**src/rtl/cpu_run_monitor_pkg.sv**
```systemverilog
// Shared definitions for the tinycpu run-time monitor: opcode, FSM encoding, trace entry layout.
package cpu_run_monitor_pkg;

    localparam logic [1:0] OPC_JMP = 2'b11;

    typedef enum logic [0:0] {
        MON_RUN    = 1'b0,
        MON_HALTED = 1'b1
    } mon_state_e;

    // Trace entry is {A,B,M,P}; offsets are in units of DATA_W, P in the low slot.
    localparam int TRACE_A_OFS = 3;
    localparam int TRACE_B_OFS = 2;
    localparam int TRACE_M_OFS = 1;
    localparam int TRACE_P_OFS = 0;

endpackage

```
**src/rtl/cpu_run_monitor_fifo.sv**
```systemverilog
// mon_trace_fifo: count-based synchronous FWFT FIFO with a same-cycle pop-and-push when full
// and a sticky flag for dropped pushes.
module mon_trace_fifo #(
    parameter int WIDTH = 32,
    parameter int DEPTH = 8
) (
    input  logic             clk,
    input  logic             reset,
    input  logic             clear,
    input  logic             push_i,
    input  logic [WIDTH-1:0] data_i,
    input  logic             ready_i,
    output logic             valid_o,
    output logic [WIDTH-1:0] data_o,
    output logic             overflow_o
);

    localparam int AW = $clog2(DEPTH);

    logic [WIDTH-1:0] mem_q [DEPTH];
    logic [AW-1:0]    wr_q, wr_d;
    logic [AW-1:0]    rd_q, rd_d;
    logic [AW:0]      cnt_q, cnt_d;
    logic             ovf_q, ovf_d;
    logic             full_s, pop_s, push_ok_s;

    assign full_s    = (cnt_q == (AW+1)'(DEPTH));
    assign valid_o   = (cnt_q != '0);
    assign pop_s     = valid_o & ready_i;
    assign push_ok_s = push_i & (~full_s | pop_s);
    assign data_o    = mem_q[rd_q];
    assign overflow_o = ovf_q;

    // Pointer, occupancy and overflow next-state; clear wins over any same-cycle traffic.
    always_comb begin
        wr_d  = wr_q;
        rd_d  = rd_q;
        cnt_d = cnt_q;
        ovf_d = ovf_q;
        if (clear) begin
            wr_d  = '0;
            rd_d  = '0;
            cnt_d = '0;
            ovf_d = 1'b0;
        end else begin
            if (push_ok_s) begin
                wr_d = wr_q + AW'(1);
            end else begin
                wr_d = wr_q;
            end
            if (pop_s) begin
                rd_d = rd_q + AW'(1);
            end else begin
                rd_d = rd_q;
            end
            case ({push_ok_s, pop_s})
                2'b10:   cnt_d = cnt_q + (AW+1)'(1);
                2'b01:   cnt_d = cnt_q - (AW+1)'(1);
                default: cnt_d = cnt_q;
            endcase
            if (push_i & ~push_ok_s) begin
                ovf_d = 1'b1;
            end else begin
                ovf_d = ovf_q;
            end
        end
    end

    // Control state register.
    always_ff @(posedge clk or negedge reset) begin
        if (!reset) begin
            wr_q  <= '0;
            rd_q  <= '0;
            cnt_q <= '0;
            ovf_q <= 1'b0;
        end else begin
            wr_q  <= wr_d;
            rd_q  <= rd_d;
            cnt_q <= cnt_d;
            ovf_q <= ovf_d;
        end
    end

    // Storage needs no reset: occupancy alone decides what is visible.
    always_ff @(posedge clk) begin
        if (push_ok_s && !clear) begin
            mem_q[wr_q] <= data_i;
        end
    end

endmodule

```
**src/rtl/cpu_run_monitor.sv**
```systemverilog
// cpu_run_monitor: halt-loop detector and instruction/cycle counters for tinycpu.
// Trace FIFO of {A,B,M,P} IDLE snapshots is built only when CPU_MON_TRACE_EN is defined.
module cpu_run_monitor
    import cpu_run_monitor_pkg::*;
#(
    parameter int DATA_W      = 8,
    parameter int LOOP_THRESH = 1,
    parameter int CNT_W       = 32,
    parameter int TRACE_DEPTH = 8
) (
    input  logic                clk,
    input  logic                reset,
    input  logic                clear,
    input  logic                exec_valid,
    input  logic [1:0]          exec_opcode,
    input  logic                idle_valid,
    input  logic [DATA_W-1:0]   reg_a,
    input  logic [DATA_W-1:0]   reg_b,
    input  logic [DATA_W-1:0]   reg_m,
    input  logic [DATA_W-1:0]   reg_p,
    output logic                halted,
    output logic [CNT_W-1:0]    instr_count,
    output logic [CNT_W-1:0]    cycle_count,
    output logic                trace_valid,
    input  logic                trace_ready,
    output logic [4*DATA_W-1:0] trace_data,
    output logic                trace_overflow
);

    mon_state_e        state_q, state_d;
    logic [7:0]        loop_q, loop_d;
    logic [CNT_W-1:0]  instr_q, instr_d;
    logic [CNT_W-1:0]  cycle_q, cycle_d;
    logic [DATA_W-1:0] p_minus_s;
    logic              self_jump_s;
    logic [8:0]        loop_inc_s;
    logic              reach_s;

    // P has already advanced past the JMP, so a jump to itself targets P-1 (mod 2^DATA_W).
    assign p_minus_s   = reg_p - DATA_W'(1);
    assign self_jump_s = exec_valid & (exec_opcode == OPC_JMP) & (p_minus_s == reg_m);
    assign loop_inc_s  = {1'b0, loop_q} + 9'd1;
    assign reach_s     = (loop_inc_s >= 9'(LOOP_THRESH));

    // FSM next state, loop counter and run counters.
    always_comb begin
        state_d = state_q;
        loop_d  = loop_q;
        instr_d = instr_q;
        cycle_d = cycle_q;
        if (clear) begin
            state_d = MON_RUN;
            loop_d  = 8'd0;
            instr_d = '0;
            cycle_d = '0;
        end else begin
            case (state_q)
                MON_RUN: begin
                    cycle_d = cycle_q + CNT_W'(1);
                    if (exec_valid) begin
                        instr_d = instr_q + CNT_W'(1);
                    end else begin
                        instr_d = instr_q;
                    end
                    if (self_jump_s) begin
                        if (reach_s) begin
                            state_d = MON_HALTED;
                            loop_d  = 8'(LOOP_THRESH);
                        end else begin
                            state_d = MON_RUN;
                            loop_d  = loop_inc_s[7:0];
                        end
                    end else if (exec_valid) begin
                        loop_d = 8'd0;
                    end else begin
                        loop_d = loop_q;
                    end
                end
                MON_HALTED: begin
                    state_d = MON_HALTED;
                end
                default: begin
                    state_d = MON_RUN;
                end
            endcase
        end
    end

    // State and counter registers.
    always_ff @(posedge clk or negedge reset) begin
        if (!reset) begin
            state_q <= MON_RUN;
            loop_q  <= 8'd0;
            instr_q <= '0;
            cycle_q <= '0;
        end else begin
            state_q <= state_d;
            loop_q  <= loop_d;
            instr_q <= instr_d;
            cycle_q <= cycle_d;
        end
    end

    assign halted      = (state_q == MON_HALTED);
    assign instr_count = instr_q;
    assign cycle_count = cycle_q;

`ifdef CPU_MON_TRACE_EN
    logic [4*DATA_W-1:0] snap_s;

    assign snap_s[TRACE_A_OFS*DATA_W +: DATA_W] = reg_a;
    assign snap_s[TRACE_B_OFS*DATA_W +: DATA_W] = reg_b;
    assign snap_s[TRACE_M_OFS*DATA_W +: DATA_W] = reg_m;
    assign snap_s[TRACE_P_OFS*DATA_W +: DATA_W] = reg_p;

    mon_trace_fifo #(
        .WIDTH (4*DATA_W),
        .DEPTH (TRACE_DEPTH)
    ) u_trace_fifo (
        .clk        (clk),
        .reset      (reset),
        .clear      (clear),
        .push_i     (idle_valid & (state_q == MON_RUN)),
        .data_i     (snap_s),
        .ready_i    (trace_ready),
        .valid_o    (trace_valid),
        .data_o     (trace_data),
        .overflow_o (trace_overflow)
    );
`else
    logic unused_trace_s;

    assign unused_trace_s = ^{trace_ready, idle_valid, reg_a, reg_b};
    assign trace_valid    = 1'b0;
    assign trace_data     = '0;
    assign trace_overflow = 1'b0;
`endif

endmodule

```
**config.mk**
```make
export PLATFORM = sky130hd
export DESIGN_NAME = cpu_run_monitor
export DESIGN_NICKNAME = d
export VERILOG_FILES = /design/src/rtl/cpu_run_monitor_pkg.sv /design/src/rtl/cpu_run_monitor_fifo.sv /design/src/rtl/cpu_run_monitor.sv
export SDC_FILE = /design/constraint.sdc
export NUM_CORES = 1
export LEC_CHECK = 0
export CORE_MARGIN = 2
export CORE_UTILIZATION = 46
export CTS_CLUSTER_DIAMETER = 100
export CTS_CLUSTER_SIZE = 30
export DETAILED_ROUTE_END_ITERATION = 8
export PLACE_DENSITY = 0.81
export SYNTH_ARGS = -nofsm -noshare
export SYNTH_HDL_FRONTEND = slang
export SYNTH_SLANG_ARGS = --single-unit
```
**constraint.sdc**
```tcl
create_clock -name clk -period 2.3 [get_ports clk]
set_input_delay 0.46 -clock clk [delete_from_list [all_inputs] [get_ports clk]]
set_output_delay 0.46 -clock clk [all_outputs]
set_load 0.05 [all_outputs]
```
[Word-level counts from Yosys, hierarchy flattened]
Cells that the tools add are included.
Storage, ports and cells
  bits in registers: 73
  input bits: 40
  output and inout port bits: 99
  logic and storage cells: 33
Cells by class
  $add $sub $neg: 4
  magnitude comparators: 1
  equality and inequality tests: 3
  mux-type cells: 14
  bitwise operators: 3
  reductions and logical operators: 4
Operators by type and width (count)
  $mux W32: 5
  $add A32 B1 Y32 const B: 2
  $mux W8: 5
  $add A8 B1 Y9 const B: 1
  $ge A9 B1 Y1 const B: 1
  $eq A8 B8 Y1: 1
  $sub A8 B1 Y8 const B: 1
  $reduce_and A2 Y1: 2
  $mux W1: 3
  $reduce_bool A3 Y1: 1
  $and A1 B1 Y1: 2
  $eq A2 B2 Y1 const B: 1
  $ne A2 B2 Y1 const B: 1
  $pmux W1 S2: 1
  $reduce_bool A2 Y1: 1
  $not A1 Y1: 1

[Longest topological paths before layout]
Gate-level depths: netlist of run 1.
  word-level depth: 6
  depth in mapped cells: 8
  mapped depth without buffers: 7

[Least setup slack after synthesis of run 1]
No wires, ideal clock.
  path kind: register to register
  start: reg instr_q[4], in the netlist instr_count[4]
  end: reg instr_q[19], in the netlist instr_count[19]
  setup time: 78 ps
  arrival time: 2021 ps
  required time: 2222 ps
  slack: 200 ps
  stages on the path, launching flop included: 6
  buffers on the path: 0
  clock period less this slack: 2100 ps
  cells stage by stage: dfrtp_1 > and4_4 > nand3_4 > or3_4 > or3_1 > a21oi_1
Between the ends
  cells in the longest elaborated chain, start to end: 4
RTL lines
  from (decl): RTL line cpu_run_monitor.sv:32  | logic [CNT_W-1:0] instr_q, instr_d;
  from (signal assigned): RTL line cpu_run_monitor.sv:99  | instr_q <= instr_d;
  $add A32 B1 Y32: RTL line cpu_run_monitor.sv:61  | instr_d = instr_q + CNT_W'(1);
  $mux W32: RTL line cpu_run_monitor.sv:60  | if (exec_valid) begin
  $mux W32: RTL line cpu_run_monitor.sv:57  | case (state_q)
  $mux W32: RTL line cpu_run_monitor.sv:51  | if (clear) begin
Every way passes these cells. The select of a mux whose other input is x is not followed.
A chain may end at the register's enable or synchronous reset.

[Worst setup path in the final report of run 1]
  start: reg state_q, in the netlist halted
  end: out halted
RTL lines
  from (decl): RTL line cpu_run_monitor.sv:30  | mon_state_e state_q, state_d;
  from (signal assigned): RTL line cpu_run_monitor.sv:97  | state_q <= state_d;
  to (decl): RTL line cpu_run_monitor.sv:21  | output logic halted,
No word-level cell between the ends.

==> results of run 1 <==
## cells in the mapped netlist (2+ instances only)
library cell / instances
a21oi_1: 20
and2_1: 7
and2_4: 2
and3_1: 8
and4_1: 5
buf_4: 36
clkbuf_1: 6
dfrtp_1: 73
ha_1: 5
inv_1: 11
mux2i_1: 4
nand2_1: 27
nand2b_1: 3
nand3_1: 19
nand3_4: 2
nand4_1: 12
nor2_1: 55
nor2b_1: 4
nor3_1: 3
nor3_2: 2
nor4_1: 3
nor4_4: 2
o21ai_0: 19
or3_1: 17
xnor2_1: 22
xor2_1: 32
## where the power goes
group          total [mW]  switching [mW]  leakage, nW  internal, mW
Clock                1.12           0.474        0.107         0.644
Combinational       0.334           0.246         1.07        0.0871
Sequential           1.30          0.0103         1.02          1.29
## worst paths after layout
check | to | slack (ps) | depth (start not counted)
min | instr_count[14]$_DFFE_PN0P_ | 90 | 1
min in group clk | loop_q[7]$_DFFE_PN0P_ | 490 | 1
max | halted | 130 | 1
min reg2reg | loop_q[7]$_DFFE_PN0P_ | 490 | 1
max reg2reg | cycle_count[31]$_DFFE_PN0P_ | 350 | 6
max in group asynchronous | cycle_count[7]$_DFFE_PN0P_ | 1620 | 2
## flip-flops by register name (all words and copies together) (netlist names)
| signal | cells |
|---|---|
| loop_q | 8 |
| cycle_count | 32 |
| instr_count | 32 |
| halted | 1 |
## final cells by class
cell class	count	area [sq um]	share of cell area
timing repair buffer	98	956	0.185
multi-input combinational	323	1990	0.384
clock inverter	4	76.3	0.0148
inverter	11	41.3	0.00799
sequential	73	1830	0.354
clock buffer	12	145	0.0281
tap	108	135	0.0262
## stage by stage
| stage | hold WS (ps) | power [mW] | setup WS (ps) | TNS, ps | std cells |
|---|---|---|---|---|---|
| after CTS | 94.2 | 2.78 | 107 | 0 | 629 |
| after global routing | 118 | 2.86 | 72.5 | 0 | 629 |
| after floorplan | 164 | 1.59 | 200 | 0 | 452 |
| after global placement | 469 | 1.66 | -74.1 | -531 | 613 |
| final | 89.8 | 2.75 | 126 | 0 | 629 |
| after detailed placement | 473 | 1.66 | -112 | -689 | 613 |
## routing by layer
layer	wire length, um	vias up
li1	-	1554
met1	3780	1598
met3	472	4
met2	4400	104
met5	0	-
met4	36	0
## cells by family (layout without fill, tap and decap cells)
group	after synthesis	in the layout	share of synthesized area
AOI/OAI and AO/OA	45	45	0.0637
xor gates and xnor gates	54	54	0.117
adders and majority gates	5	5	0.0155
buffers and inverters	56	125	0.0884
DFF	73	73	0.451
muxes	4	4	0.00990
other	1	34	0.000927
and+or+nand+nor	181	181	0.253
==> results.toml, run 1 <==
[layout]
layout_common_cells = "84 x clkdlybuf4s50_1, 73 x dfrtp_1, 55 x nor2_1"
antenna_cells = 0
fin_util = 0.598
nFillCells = 742
final_nets = 561
drive_gt1_frac = 0.0845
syn_to_final_growth_pct = 27.7
layout_commonest_cell = "clkdlybuf4s50_1"
design_area_sq_um = 5170

[critical_path]
worst_r2r_startpoint = "cycle_count[15]$_DFFE_PN0P_"
timing.critical_path.buf_inv = 1
startpoint = "halted$_DFF_PN0_"
crit_type = "flop to output port"
startpoint_type = "flop"
critPathSlowestCell = "clkdlybuf4s50_1"
cp_max_fo = 8
crit_arrival_ps = 1710
cpLargestDelayFamily = "buffers and inverters"
cp.required_ps = 1840
critPathMaxStageDelay_ps = 880
cp_cell_sequence = "clkdlybuf4s50_1"
end_kind = "output port"

[yosys]
yosys_warnings = 0
synth.area.top_cells = "dfrtp_1 45%, xor2_1 6.9%, buf_4 6.7%"
netlist_instances = 419
ys_ff_latch = 73
synth_area_sq_um = 4050
synth_edf_count = 0
postSynth.asyncResetShare = 1.00
yosys.cell_types.count = 46
yosysSeqAreaShare = 0.451
synth_ff_type = "dfrtp_1"
synth.largest_area_cell = "dfrtp_1"
synth_top_area_frac = 0.451
syn_area_per_cell_sq_um = 9.66

[sta]
final_max_slew_viol_count = 0
tightest_slew_ps = 531
hold_viol = 0
skew_ps = 11.1
rsz0062_at_grt = "no"
final-setup-viol-count = 0
fin_crit_sh = 0.945
fmax_ghz = 0.460
relSlewSlack = 0.645
period_needed_ps = 2170

[floorplan]
dieHeight_um = 97.8
rows = 34
die_area_sq_um = 9560
core_area_sq_um = 8640
initial_utilization = 0.469
pin_count = 139
die-width_um = 97.8

[clock_tree]
tritoncts = "yes"
postCtsSetupRepairBufs = 0
path_clk_slew_ps = 80
numClockSinks = 73
worstSkewPairLatency_ps = 340
clock-root-buffer = "clkbuf_8"
numCtsBuffers = 9
htree_levels = 3
clockBufferDepth = 2
post_cts_resize_count = 0
cts_hold_buf = 0

[drt]
post_drt_wl_per_cell_um = 13.8
firstDrtPassIters = 4
drt-initial-drc-count = 114
ant_nets = 0
via_count = 3260
vias_per_cell = 5.18
routed_wirelength_mm = 8.69
drcViolationCount = 0

[global_routing]
gr-max-usage-layer = "met2"
antenna_found_initial = 0
overflow = 0
gr-usage-met2 = 0.328
use_met3 = 0.0515
grt.total_usage = 0.193
grt_max_degree = 41
use_met1 = 0.246
first_global_vias = 3260
grt_pass1_wl_mm = 15.4

[power]
p_leak_nw = 2.19
p_per_area_nw_per_um2 = 533
irDropWorstVdd_v = 0.000370

[placed_design]
port_buffers = 86
place_hpwl_mm = 6.35
globalplace.congestion = 0.770
placed_area_sq_um = 4940

[flow_run]
cap_violations = 0

[outcome]
status = "complete, no violations"

[hold_path]
hold_path_class = "input port to asynchronous set/reset pin"
Power figures use the tool's default switching activity.
==> inputs of run 2 (changes only) <==
--- a/config.mk
+++ b/config.mk
@@ -6,11 +6,12 @@
 export NUM_CORES = 1
 export LEC_CHECK = 0
 export CORE_MARGIN = 2
-export CORE_UTILIZATION = 46
+export CORE_UTILIZATION = 40
+export CTS_BUF_LIST = sky130_fd_sc_hd__clkbuf_8
 export CTS_CLUSTER_DIAMETER = 100
 export CTS_CLUSTER_SIZE = 30
 export DETAILED_ROUTE_END_ITERATION = 8
-export PLACE_DENSITY = 0.81
+export PLACE_DENSITY = 0.72
 export SYNTH_ARGS = -nofsm -noshare
 export SYNTH_HDL_FRONTEND = slang
 export SYNTH_SLANG_ARGS = --single-unit
==> results.toml, run 2 (synthesized netlist as in run 1, its figures left out) <==
[outcome]
status = "complete, no violations"

[power]
p_leak_nw = 2.20
switching_power_mw = 0.763
p_int_mw = 1.91
combPwrFrac = 0.125
power_mw = 2.68
pwr-share-seq = 0.486
clockPowerShare = 0.389
p_per_area_nw_per_um2 = 514
irDropWorstVdd_v = 0.000342
p_sw_frac = 0.285

[layout]
fin_util = 0.531
layout_common_cells = "84 x clkdlybuf4s50_1, 73 x dfrtp_1, 55 x nor2_1"
drive_gt1_frac = 0.0933
syn_to_final_growth_pct = 28.8
layout_commonest_cell = "clkdlybuf4s50_1"
final_nets = 565
antenna_cells = 0

[critical_path]
crit_type = "flop to output port"
r2r_cells = 6
cp_max_fo = 8
crit_arrival_ps = 1700
cp_cell_sequence = "clkdlybuf4s50_1"
cpLargestDelayFamily = "buffers and inverters"
critPathSlowestCell = "clkdlybuf4s50_1"
startpoint_type = "flop"
critPathMaxStageDelay_ps = 870
timing.critical_path.buf_inv = 1
cp.required_ps = 1840
end_kind = "output port"
path_depth = 1

[drt]
wl_met1_mm = 3.89
wl_met3_um = 462
vias_per_cell = 4.89
post_drt_wl_per_cell_um = 13.2
drcViolationCount = 0
routed_wirelength_mm = 8.72
via_count = 3218
drt-initial-drc-count = 91
dr_wl_met2_mm = 4.27
top_layer_used = "met4"
ant_nets = 0
firstDrtPassIters = 4

[clock_tree]
numCtsBuffers = 9
clock-root-buffer = "clkbuf_8"
worstSkewPairLatency_ps = 340
numClockSinks = 73
tritoncts = "yes"
cts_hold_buf = 0
clockBufferDepth = 2
post_cts_resize_count = 0
postCtsSetupRepairBufs = 0
path_clk_slew_ps = 80
htree_levels = 3

[floorplan]
initial_utilization = 0.412
rows = 36
core_area_sq_um = 9820
pin_count = 139
dieHeight_um = 105
die-width_um = 105
die_area_sq_um = 10900

[sta]
relSlewSlack = 0.644
tns_ps = 0
whs_ps = 59.7
skew_ps = 9.77
fin_crit_sh = 0.939
fmax_ghz = 0.463
tightest_slew_ps = 532
final_max_slew_viol_count = 0
period_needed_ps = 2160
hold_viol = 0
final-setup-viol-count = 0
rsz0062_at_grt = "no"

[global_routing]
first_global_vias = 3216
antenna_found_initial = 0
overflow = 0
grt_pass1_wl_mm = 15.1
grt_max_degree = 41
grt.total_usage = 0.168

[placed_design]
place_hpwl_mm = 6.27
port_buffers = 86
globalplace.congestion = 0.773

[hold_path]
hold_path_class = "input port to asynchronous set/reset pin"

[flow_run]
cap_violations = 0
[run 2: changes by cell type in the layout (fill, tap and decap cells not counted), sizes merged]
cell,change
inv,+3
clkbuf,-2
buf,+4
clkinvlp,+1
bufinv,-1
clkinv,-1
[run 2: worst paths after layout]
path	from	endpoint	slack (ps)
min in group clk	loop_q[5]$_DFFE_PN0P_	loop_q[5]$_DFFE_PN0P_	490
hold reg to reg	loop_q[5]$_DFFE_PN0P_	loop_q[5]$_DFFE_PN0P_	490
hold / removal	reset	instr_count[1]$_DFFE_PN0P_	60
setup / recovery	halted$_DFF_PN0_	halted	140
max in group asynchronous	reset	instr_count[30]$_DFFE_PN0P_	1650
setup reg to reg	cycle_count[15]$_DFFE_PN0P_	cycle_count[25]$_DFFE_PN0P_	370
[run 2: cell type report]
class                      count  area, sq um
fill                         930         4610
sequential                    73         1830
tap                          133          166
inverter                      11         41.3
clock buffer                  10          138
multi-input combinational    323         1990
clock inverter                 6         66.3
timing repair buffer         102          986
[run 2: power by group through the flow]
stage	logic, mW	registers, mW	clock network (mW)
CTS	0.338	1.30	1.08
global placement	0.333	1.33	0
floorplan	0.241	1.35	0
finish	0.335	1.30	1.04
global route	0.359	1.30	1.15
detailed placement	0.337	1.33	0
[run 2: through the flow]
stage | instances | area [sq um] | worst slack [ps]
2_1_floorplan | 452 | 4170 | 200
3_3_place_gp | 642 | 5010 | -48.7
3_5_place_dp | 642 | 5010 | -47.7
4_1_cts | 658 | 5210 | 114
5_1_grt | 658 | 5210 | 67.0
6_report | 658 | 5210 | 141
[run 2: metal layers]
metal / vias up / global-route usage
li1: 1548 / -
met3: 12 / 0.0487
met2: 84 / 0.289
met5: - / 0
met4: 0 / 0.0438
met1: 1574 / 0.207
==> inputs of run 3 (changes only) <==
--- a/config.mk
+++ b/config.mk
@@ -12,6 +12,8 @@
 export CTS_CLUSTER_SIZE = 30
 export DETAILED_ROUTE_END_ITERATION = 8
 export PLACE_DENSITY = 0.72
+export SLEW_MARGIN = 15
 export SYNTH_ARGS = -nofsm -noshare
 export SYNTH_HDL_FRONTEND = slang
+export SYNTH_HIERARCHICAL = 1
 export SYNTH_SLANG_ARGS = --single-unit
==> results of run 3 <==
Same layout as run 2: the final DEF is identical, and so are final timing and power.
Main changes from that run: Yosys warning count 0 -> 6
